## src/rtl/eth_pkg.sv

```systemverilog
// eth_pkg -- constants, types and helpers shared by the Ethernet transmitters
// (ARP, ICMP) and the byte-wide CRC-32 engine.
//   - EtherType / ARP field constants
//   - preamble / SFD bytes
//   - CRC-32 init, reflected polynomial and good-frame residue
//   - transmit FSM state enum and per-state byte counts
//   - crc32_byte(): one reflected CRC-32 step over a byte, LSB first
package eth_pkg;

  localparam logic [15:0] ETH_TYPE_ARP   = 16'h0806;
  localparam logic [15:0] ARP_HTYPE_ETH  = 16'h0001;
  localparam logic [15:0] ARP_PTYPE_IPV4 = 16'h0800;
  localparam logic [7:0]  ARP_HLEN_ETH   = 8'h06;
  localparam logic [7:0]  ARP_PLEN_IPV4  = 8'h04;
  localparam logic [15:0] ARP_OP_REQ     = 16'h0001;
  localparam logic [15:0] ARP_OP_REPLY   = 16'h0002;

  localparam logic [7:0]  PREAMBLE_BYTE  = 8'h55;
  localparam logic [7:0]  SFD_BYTE       = 8'hD5;

  localparam logic [31:0] CRC32_INIT      = 32'hFFFF_FFFF;
  // 04C11DB7 bit-reversed, for the LSB-first (reflected) shift register
  localparam logic [31:0] CRC32_POLY_REFL = 32'hEDB8_8320;
  // Register value after a good frame + FCS, in non-reflected form
  localparam logic [31:0] CRC32_RESIDUE   = 32'hC704_DD7B;

  typedef enum logic [2:0] {
    IDLE,
    PREAMBLE,
    ETH_HDR,
    ARP_DATA,
    FCS,
    IFG
  } tx_state_t;

  localparam int PREAMBLE_LEN = 8;
  localparam int ETH_HDR_LEN  = 14;
  localparam int ARP_DATA_LEN = 46;
  localparam int FCS_LEN      = 4;

  function automatic logic [31:0] crc32_byte(input logic [31:0] crc_in,
                                             input logic [7:0]  data);
    logic [31:0] r;
    r = crc_in;
    for (int i = 0; i < 8; i++) begin
      r = (r >> 1) ^ ((r[0] ^ data[i]) ? CRC32_POLY_REFL : 32'h0);
    end
    return r;
  endfunction

endpackage

```

## src/rtl/crc32_d8.sv

```systemverilog
// crc32_d8 -- byte-wide Ethernet CRC-32 (reflected, init FFFFFFFF).
// The register holds the raw (non-complemented) reflected CRC; the user
// complements it and sends it LSB byte first as the FCS.
//   clk    in   clock
//   rst_n  in   asynchronous active-low reset (register -> init)
//   clr    in   synchronous reload to init (wins over en)
//   en     in   fold data into the CRC this cycle
//   data   in   8-bit input byte
//   crc    out  current CRC register
module crc32_d8
  import eth_pkg::*;
(
  input  logic        clk,
  input  logic        rst_n,
  input  logic        clr,
  input  logic        en,
  input  logic [7:0]  data,
  output logic [31:0] crc
);

  logic [31:0] crc_next;

  always_comb begin
    crc_next = crc32_byte(crc, data);
  end

  always_ff @(posedge clk or negedge rst_n) begin
    if (!rst_n) begin
      crc <= CRC32_INIT;
    end else if (clr) begin
      crc <= CRC32_INIT;
    end else if (en) begin
      crc <= crc_next;
    end
  end

endmodule

```

## src/rtl/arp_tx.sv

```systemverilog
// arp_tx -- builds an Ethernet II ARP request/reply frame and streams it as
// GMII bytes: preamble+SFD, 14-byte MAC header, 46-byte ARP body (incl. pad)
// and 4-byte FCS, then holds off for an inter-frame gap.
//   clk          in   GMII TX clock
//   rst_n        in   asynchronous active-low reset
//   arp_tx_en    in   start pulse, sampled only in IDLE
//   arp_tx_type  in   0 = request, 1 = reply (sampled with arp_tx_en)
//   des_mac      in   peer MAC (sampled with arp_tx_en)
//   des_ip       in   peer IP  (sampled with arp_tx_en)
//   gmii_tx_en   out  frame byte valid
//   gmii_txd     out  frame byte
//   tx_done      out  one-cycle pulse after the last FCS byte
//   tx_busy      out  high from accepted start until the gap has elapsed
module arp_tx
  import eth_pkg::*;
#(
  parameter logic [47:0] BOARD_MAC  = 48'h00_11_22_33_44_55,
  parameter logic [31:0] BOARD_IP   = 32'hC0_A8_01_0A,
  parameter int          IFG_CYCLES = 12
) (
  input  logic        clk,
  input  logic        rst_n,
  input  logic        arp_tx_en,
  input  logic        arp_tx_type,
  input  logic [47:0] des_mac,
  input  logic [31:0] des_ip,
  output logic        gmii_tx_en,
  output logic [7:0]  gmii_txd,
  output logic        tx_done,
  output logic        tx_busy
);

  // state/cnt always name the byte currently on the GMII outputs; the next
  // position is decoded combinationally so its byte can be registered on the
  // same edge the FSM advances, giving one cycle start-to-first-byte latency.
  tx_state_t   state;
  logic [5:0]  cnt;
  tx_state_t   nxt_state;
  logic [5:0]  nxt_cnt;

  logic        reply;
  logic [47:0] mac_lat;
  logic [31:0] ip_lat;

  logic [31:0]  crc;
  logic         crc_en;
  logic         crc_clr;
  logic         frame_on;
  logic [7:0]   nxt_byte;
  logic [111:0] hdr_vec;
  logic [111:0] hdr_sh;
  logic [223:0] arp_vec;
  logic [223:0] arp_sh;
  logic [31:0]  fcs_sh;

  always_comb begin
    nxt_state = state;
    nxt_cnt   = cnt + 6'd1;
    unique case (state)
      IDLE: begin
        nxt_cnt = '0;
        if (arp_tx_en) nxt_state = PREAMBLE;
      end
      PREAMBLE: if (cnt == 6'(PREAMBLE_LEN - 1)) begin nxt_state = ETH_HDR;  nxt_cnt = '0; end
      ETH_HDR:  if (cnt == 6'(ETH_HDR_LEN - 1))  begin nxt_state = ARP_DATA; nxt_cnt = '0; end
      ARP_DATA: if (cnt == 6'(ARP_DATA_LEN - 1)) begin nxt_state = FCS;      nxt_cnt = '0; end
      FCS:      if (cnt == 6'(FCS_LEN - 1))      begin nxt_state = IFG;      nxt_cnt = '0; end
      IFG:      if (cnt == 6'(IFG_CYCLES - 1))   begin nxt_state = IDLE;     nxt_cnt = '0; end
      default: begin
        nxt_state = IDLE;
        nxt_cnt   = '0;
      end
    endcase
  end

  // Header and ARP body as flat MSB-first vectors; byte n is the top byte
  // after shifting left by 8*n. Shifting past the 28 real ARP bytes yields
  // zeros, which is exactly the 18-byte pad.
  always_comb begin
    hdr_vec  = {(reply ? mac_lat : 48'hFFFF_FFFF_FFFF), BOARD_MAC, ETH_TYPE_ARP};
    arp_vec  = {ARP_HTYPE_ETH, ARP_PTYPE_IPV4, ARP_HLEN_ETH, ARP_PLEN_IPV4,
                (reply ? ARP_OP_REPLY : ARP_OP_REQ), BOARD_MAC, BOARD_IP,
                (reply ? mac_lat : 48'h0), ip_lat};
    hdr_sh   = hdr_vec << {nxt_cnt, 3'b000};
    arp_sh   = arp_vec << {nxt_cnt, 3'b000};
    fcs_sh   = ~crc >> {nxt_cnt, 3'b000};
    frame_on = (nxt_state == PREAMBLE) || (nxt_state == ETH_HDR) ||
               (nxt_state == ARP_DATA) || (nxt_state == FCS);
    crc_en   = (nxt_state == ETH_HDR) || (nxt_state == ARP_DATA);
    crc_clr  = (state == IDLE);
    unique case (nxt_state)
      PREAMBLE: nxt_byte = (nxt_cnt == 6'(PREAMBLE_LEN - 1)) ? SFD_BYTE : PREAMBLE_BYTE;
      ETH_HDR:  nxt_byte = hdr_sh[111:104];
      ARP_DATA: nxt_byte = arp_sh[223:216];
      FCS:      nxt_byte = fcs_sh[7:0];
      default:  nxt_byte = 8'h00;
    endcase
  end

  // The CRC absorbs each header/body byte on the edge it is registered to
  // the output, so it is complete by the edge that emits the first FCS byte.
  crc32_d8 u_crc (
    .clk   (clk),
    .rst_n (rst_n),
    .clr   (crc_clr),
    .en    (crc_en),
    .data  (nxt_byte),
    .crc   (crc)
  );

  always_ff @(posedge clk or negedge rst_n) begin
    if (!rst_n) begin
      state      <= IDLE;
      cnt        <= '0;
      reply      <= 1'b0;
      mac_lat    <= '0;
      ip_lat     <= '0;
      gmii_tx_en <= 1'b0;
      gmii_txd   <= 8'h00;
      tx_done    <= 1'b0;
      tx_busy    <= 1'b0;
    end else begin
      state      <= nxt_state;
      cnt        <= nxt_cnt;
      gmii_tx_en <= frame_on;
      gmii_txd   <= frame_on ? nxt_byte : 8'h00;
      tx_done    <= (state == FCS) && (nxt_state == IFG);
      if ((state == IDLE) && arp_tx_en) begin
        reply   <= arp_tx_type;
        mac_lat <= des_mac;
        ip_lat  <= des_ip;
        tx_busy <= 1'b1;
      end else if ((state == IFG) && (nxt_state == IDLE)) begin
        tx_busy <= 1'b0;
      end
    end
  end

endmodule

```

## config.mk

```make
export PLATFORM = sky130hd
export DESIGN_NAME = arp_tx
export DESIGN_NICKNAME = d
export VERILOG_FILES = /design/src/rtl/eth_pkg.sv /design/src/rtl/crc32_d8.sv /design/src/rtl/arp_tx.sv
export SDC_FILE = /design/constraint.sdc
export NUM_CORES = 1
export LEC_CHECK = 0
export CAP_MARGIN = 15
export CORE_ASPECT_RATIO = 1.75
export CORE_MARGIN = 2
export CORE_UTILIZATION = 55
export DETAILED_ROUTE_END_ITERATION = 7
export GPL_TIMING_DRIVEN = 0
export PLACE_DENSITY = 0.85
export SETUP_SLACK_MARGIN = 0.4
export SYNTH_ARGS = -nofsm -noshare
export SYNTH_HDL_FRONTEND = slang
export SYNTH_SLANG_ARGS = --single-unit
```

## constraint.sdc

```tcl
create_clock -name clk -period 5 [get_ports clk]
set_input_delay 1 -clock clk [delete_from_list [all_inputs] [get_ports clk]]
set_output_delay 1 -clock clk [all_outputs]
set_load 0.05 [all_outputs]
```

==> flow_metrics.env <==
export IMPL_drc=0
export IMPL_rrSetupSlack_ns=0.38
export IMPL_worstSetupPathType="flop to flop"
export IMPL_cts_hold_buf=0
export IMPL_crit_top_cell="xnor2_1"
export IMPL_synth_top_family_by_area="compound AO/OA/AOI/OAI gates"
export IMPL_period_needed_ns=4.62
export IMPL_drive_gt1_share_pct=28.2
export IMPL_worstReg2RegStart="cnt[0]"
export IMPL_fin_crit_sh_pct=92.3
export IMPL_slew_headroom_pct=39.9
export IMPL_place_gp_congestion=0.986
export IMPL_synth_simple_area_share_pct=12.0
export IMPL_die_w_um=96.9
export IMPL_r2r_end="u_crc.crc[16]"
export IMPL_tightestPinTransition_ns=0.894
export IMPL_cp_required_ns=5.31
export IMPL_pre_cts_ws_ns=0.141
export IMPL_clock_latency_ns=0.43
export IMPL_antenna_found_initial=0
export IMPL_syn_area_um2=8310
export IMPL_drt_iter0_drc=604
export IMPL_worstSetupEndpointType="flop"
export IMPL_synth_seq_cells=133
export IMPL_synth_edf_count=0
export IMPL_start_util_pct=56.0
export IMPL_fin_area_um2=10400
export IMPL_crit_end="u_crc.crc[16]"
export IMPL_tns_ns=0
export IMPL_first_global_vias=7749
export IMPL_setup_viol=0
export IMPL_dieArea_um2=16100
export IMPL_synthXorXnorAreaFrac_pct=10.1
export IMPL_async_flop_share_pct=100
export IMPL_path_cells="ha_1, nor3b_2, a2111o_2, o211a_4, buf_6, a21oi_2, nand3_1, a221oi_1, o211ai_2, xor2_4, xnor2_1, xor2_1, xnor2_1, a21oi_1"
export IMPL_dr_pass1_iters=5
export IMPL_synthTopCellsByArea="dfrtp_1 30%, mux2_2 11%, dfstp_2 10%, xnor2_1 4.0%, a21oi_1 3.3%"
export IMPL_fin_nets=1004
export IMPL_crit_path_start="cnt[0]"
export IMPL_critPathSlowestCell="a2111o_2"
export IMPL_rsz0062_at_grt="yes"
export IMPL_dp_hpwl_um=22600
export IMPL_dpl_cell_area_um2=9510
export IMPL_synth_adder_area_share_pct=0.301
export IMPL_netlist_instances=788
export IMPL_cp_slowest_stage_delay_ns=0.54
export IMPL_cts_tree="built"
export IMPL_synth_fp_nets=874
export IMPL_syn_avg_cell_area_um2=10.5
export IMPL_grt_usage_pct=36.7
export IMPL_numCtsBuffers=17
export IMPL_ff2ff_path_depth=14
export IMPL_seq_area_frac_synth_pct=40.5
export IMPL_ys_types=85
export IMPL_grt_start_max_net_pins=86
export IMPL_synthTopCellsByCount="101 x dfrtp_1, 83 x mux2_2, 60 x nand2_1"
export IMPL_hold_path_class="input pin to asynchronous set/reset pin"
export IMPL_die_h_um=167
export IMPL_cts_sink_count=133
export IMPL_vias_per_cell=6.72
export IMPL_holdWs_ns=0.494
export IMPL_synth_top_cell_area_share_pct=30.4
export IMPL_synth_compound_area_share_pct=21.2
export IMPL_max_freq_mhz=217
export IMPL_clockBufferDepth=2
export IMPL_wire_per_inst_um=26.9
export IMPL_arrival_ns=4.93
export IMPL_area_growth_pct=25.6
export IMPL_clkTransAtPathRegs_ns=0.07
export IMPL_ioPinCount=95
export IMPL_setup_worst_path_start_class="flop"
export IMPL_htreeDepth=4
export IMPL_setup_slack_ns=0.384
export IMPL_overflow=0
export IMPL_status="completed"
export IMPL_cts_root_buf="clkbuf_16"
export IMPL_fp_row_count=59
export IMPL_numPortBuffers=94
export IMPL_ys_warn_count=0
export IMPL_antenna_left=0
export IMPL_synth_most_common_cell="dfrtp_1"
export IMPL_cap_violations=0
export IMPL_ys_dominant_reg_cell="dfrtp_1"
export IMPL_finalHoldViolations=0
export IMPL_cp_max_fo=10
export IMPL_yosysTopAreaCell="dfrtp_1"
export IMPL_dr_total_vias=7481
export IMPL_drt_total_wl_um=29900
export IMPL_coreArea_um2=14800
export IMPL_antenna_cells=0
export IMPL_drv_slew=0
export IMPL_fin_skew_ns=0.0180
export IMPL_synth_mux_area_share_pct=12.2
export IMPL_grt_pass1_wl_um=45100
==> critical path: cells and delay by family (launching register included) <==
kind | cells | cell delay, ns
buffers and inverters | 1 | 0.19
AO/OA/AOI/OAI | 6 | 2.02
flip-flops | 1 | 0.40
adder cells (fa/ha/maj) | 1 | 0.29
AND/OR/NAND/NOR | 2 | 0.52
XOR/XNOR | 4 | 1.08
==> layout make-up <==
| cell class | instances | area [um^2] |
|---|---|---|
| plain buffers | 50 | 255 |
| clock buffers | 18 | 429 |
| clock inverters | 14 | 144 |
| fillers | 1124 | 4400 |
| inverters | 14 | 57.6 |
| multi-input cells | 591 | 4830 |
| flip-flops and latches | 133 | 3370 |
| well taps | 183 | 229 |
| repair buffers | 111 | 1130 |
==> worst min-delay path by stage <==
stage	slack [ns]	cells after the start	start	end
floorplan	0.47	1	ip_lat[21]	ip_lat[21]
global placement	0.49	1	mac_lat[5]	mac_lat[5]
detailed placement	0.50	1	ip_lat[0]	ip_lat[0]
CTS	0.51	1	ip_lat[0]	ip_lat[0]
global route	0.53	1	ip_lat[0]	ip_lat[0]
finish	0.49	1	rst_n	mac_lat[4]
==> layout by cell type, fill, tap and decap left out, types with 6 or more instances in the layout <==
cell / instances
clkbuf_16: 17
nand3_1: 20
nor3_1: 29
clkbuf_1: 25
buf_4: 19
inv_1: 11
clkdlybuf4s50_1: 93
o21ai_1: 10
mux2i_1: 8
xor2_1: 21
a31oi_1: 8
o211ai_1: 6
dfrtp_1: 101
a211oi_1: 7
buf_2: 10
a21oi_1: 54
a221oi_1: 11
xnor2_1: 36
nand2_1: 60
o21a_1: 6
o22ai_1: 17
nor2_1: 21
xor2_4: 6
dfstp_2: 32
a221o_1: 6
mux2_2: 83
o21ai_0: 39
or3_1: 7
==> flip-flops by register name, indices dropped and copies added (netlist names) <==
name	count
mac_lat	48
ip_lat	32
u_crc.crc	32
gmii_txd	8
cnt	6
state	3
gmii_tx_en	1
reply	1
tx_busy	1
tx_done	1
==> through the flow <==
| stage | utilization, % | instances |
|---|---|---|
| 2_1_floorplan | - | 788 |
| 3_3_place_gp | 63.9 | 1065 |
| 3_5_place_dp | 64.1 | 1066 |
| 4_1_cts | 68.2 | 1098 |
| 5_1_grt | 70.4 | 1114 |
| 6_report | 70.4 | 1114 |
==> layer usage <==
layer	wire length (um)	track usage (%)	up-vias	share of wire, %
met5	0	0	-	0
met4	2150	24.4	0	7.2
met3	1510	5.08	141	5.0
met2	15700	65.0	410	52
met1	10600	40.5	3733	35
li1	-	-	3197	-
==> kinds of logic after synthesis <==
logic type	Yosys count
AO/OA/AOI/OAI	240
XOR/XNOR	75
adder cells (fa/ha/maj)	2
buffers and inverters	64
flip-flops	133
multiplexers	91
AND/OR/NAND/NOR	183
==> what timing repair did <==
item                       4_1_cts  5_1_grt
setup endpoints to repair       17       24
resized for setup                7       27
buffers inserted                 0       16
pin swaps                        0       10
Power is left out: the tool's default activity adds up to more than one toggle a clock period on the data nets, which glitch-free logic cannot reach.
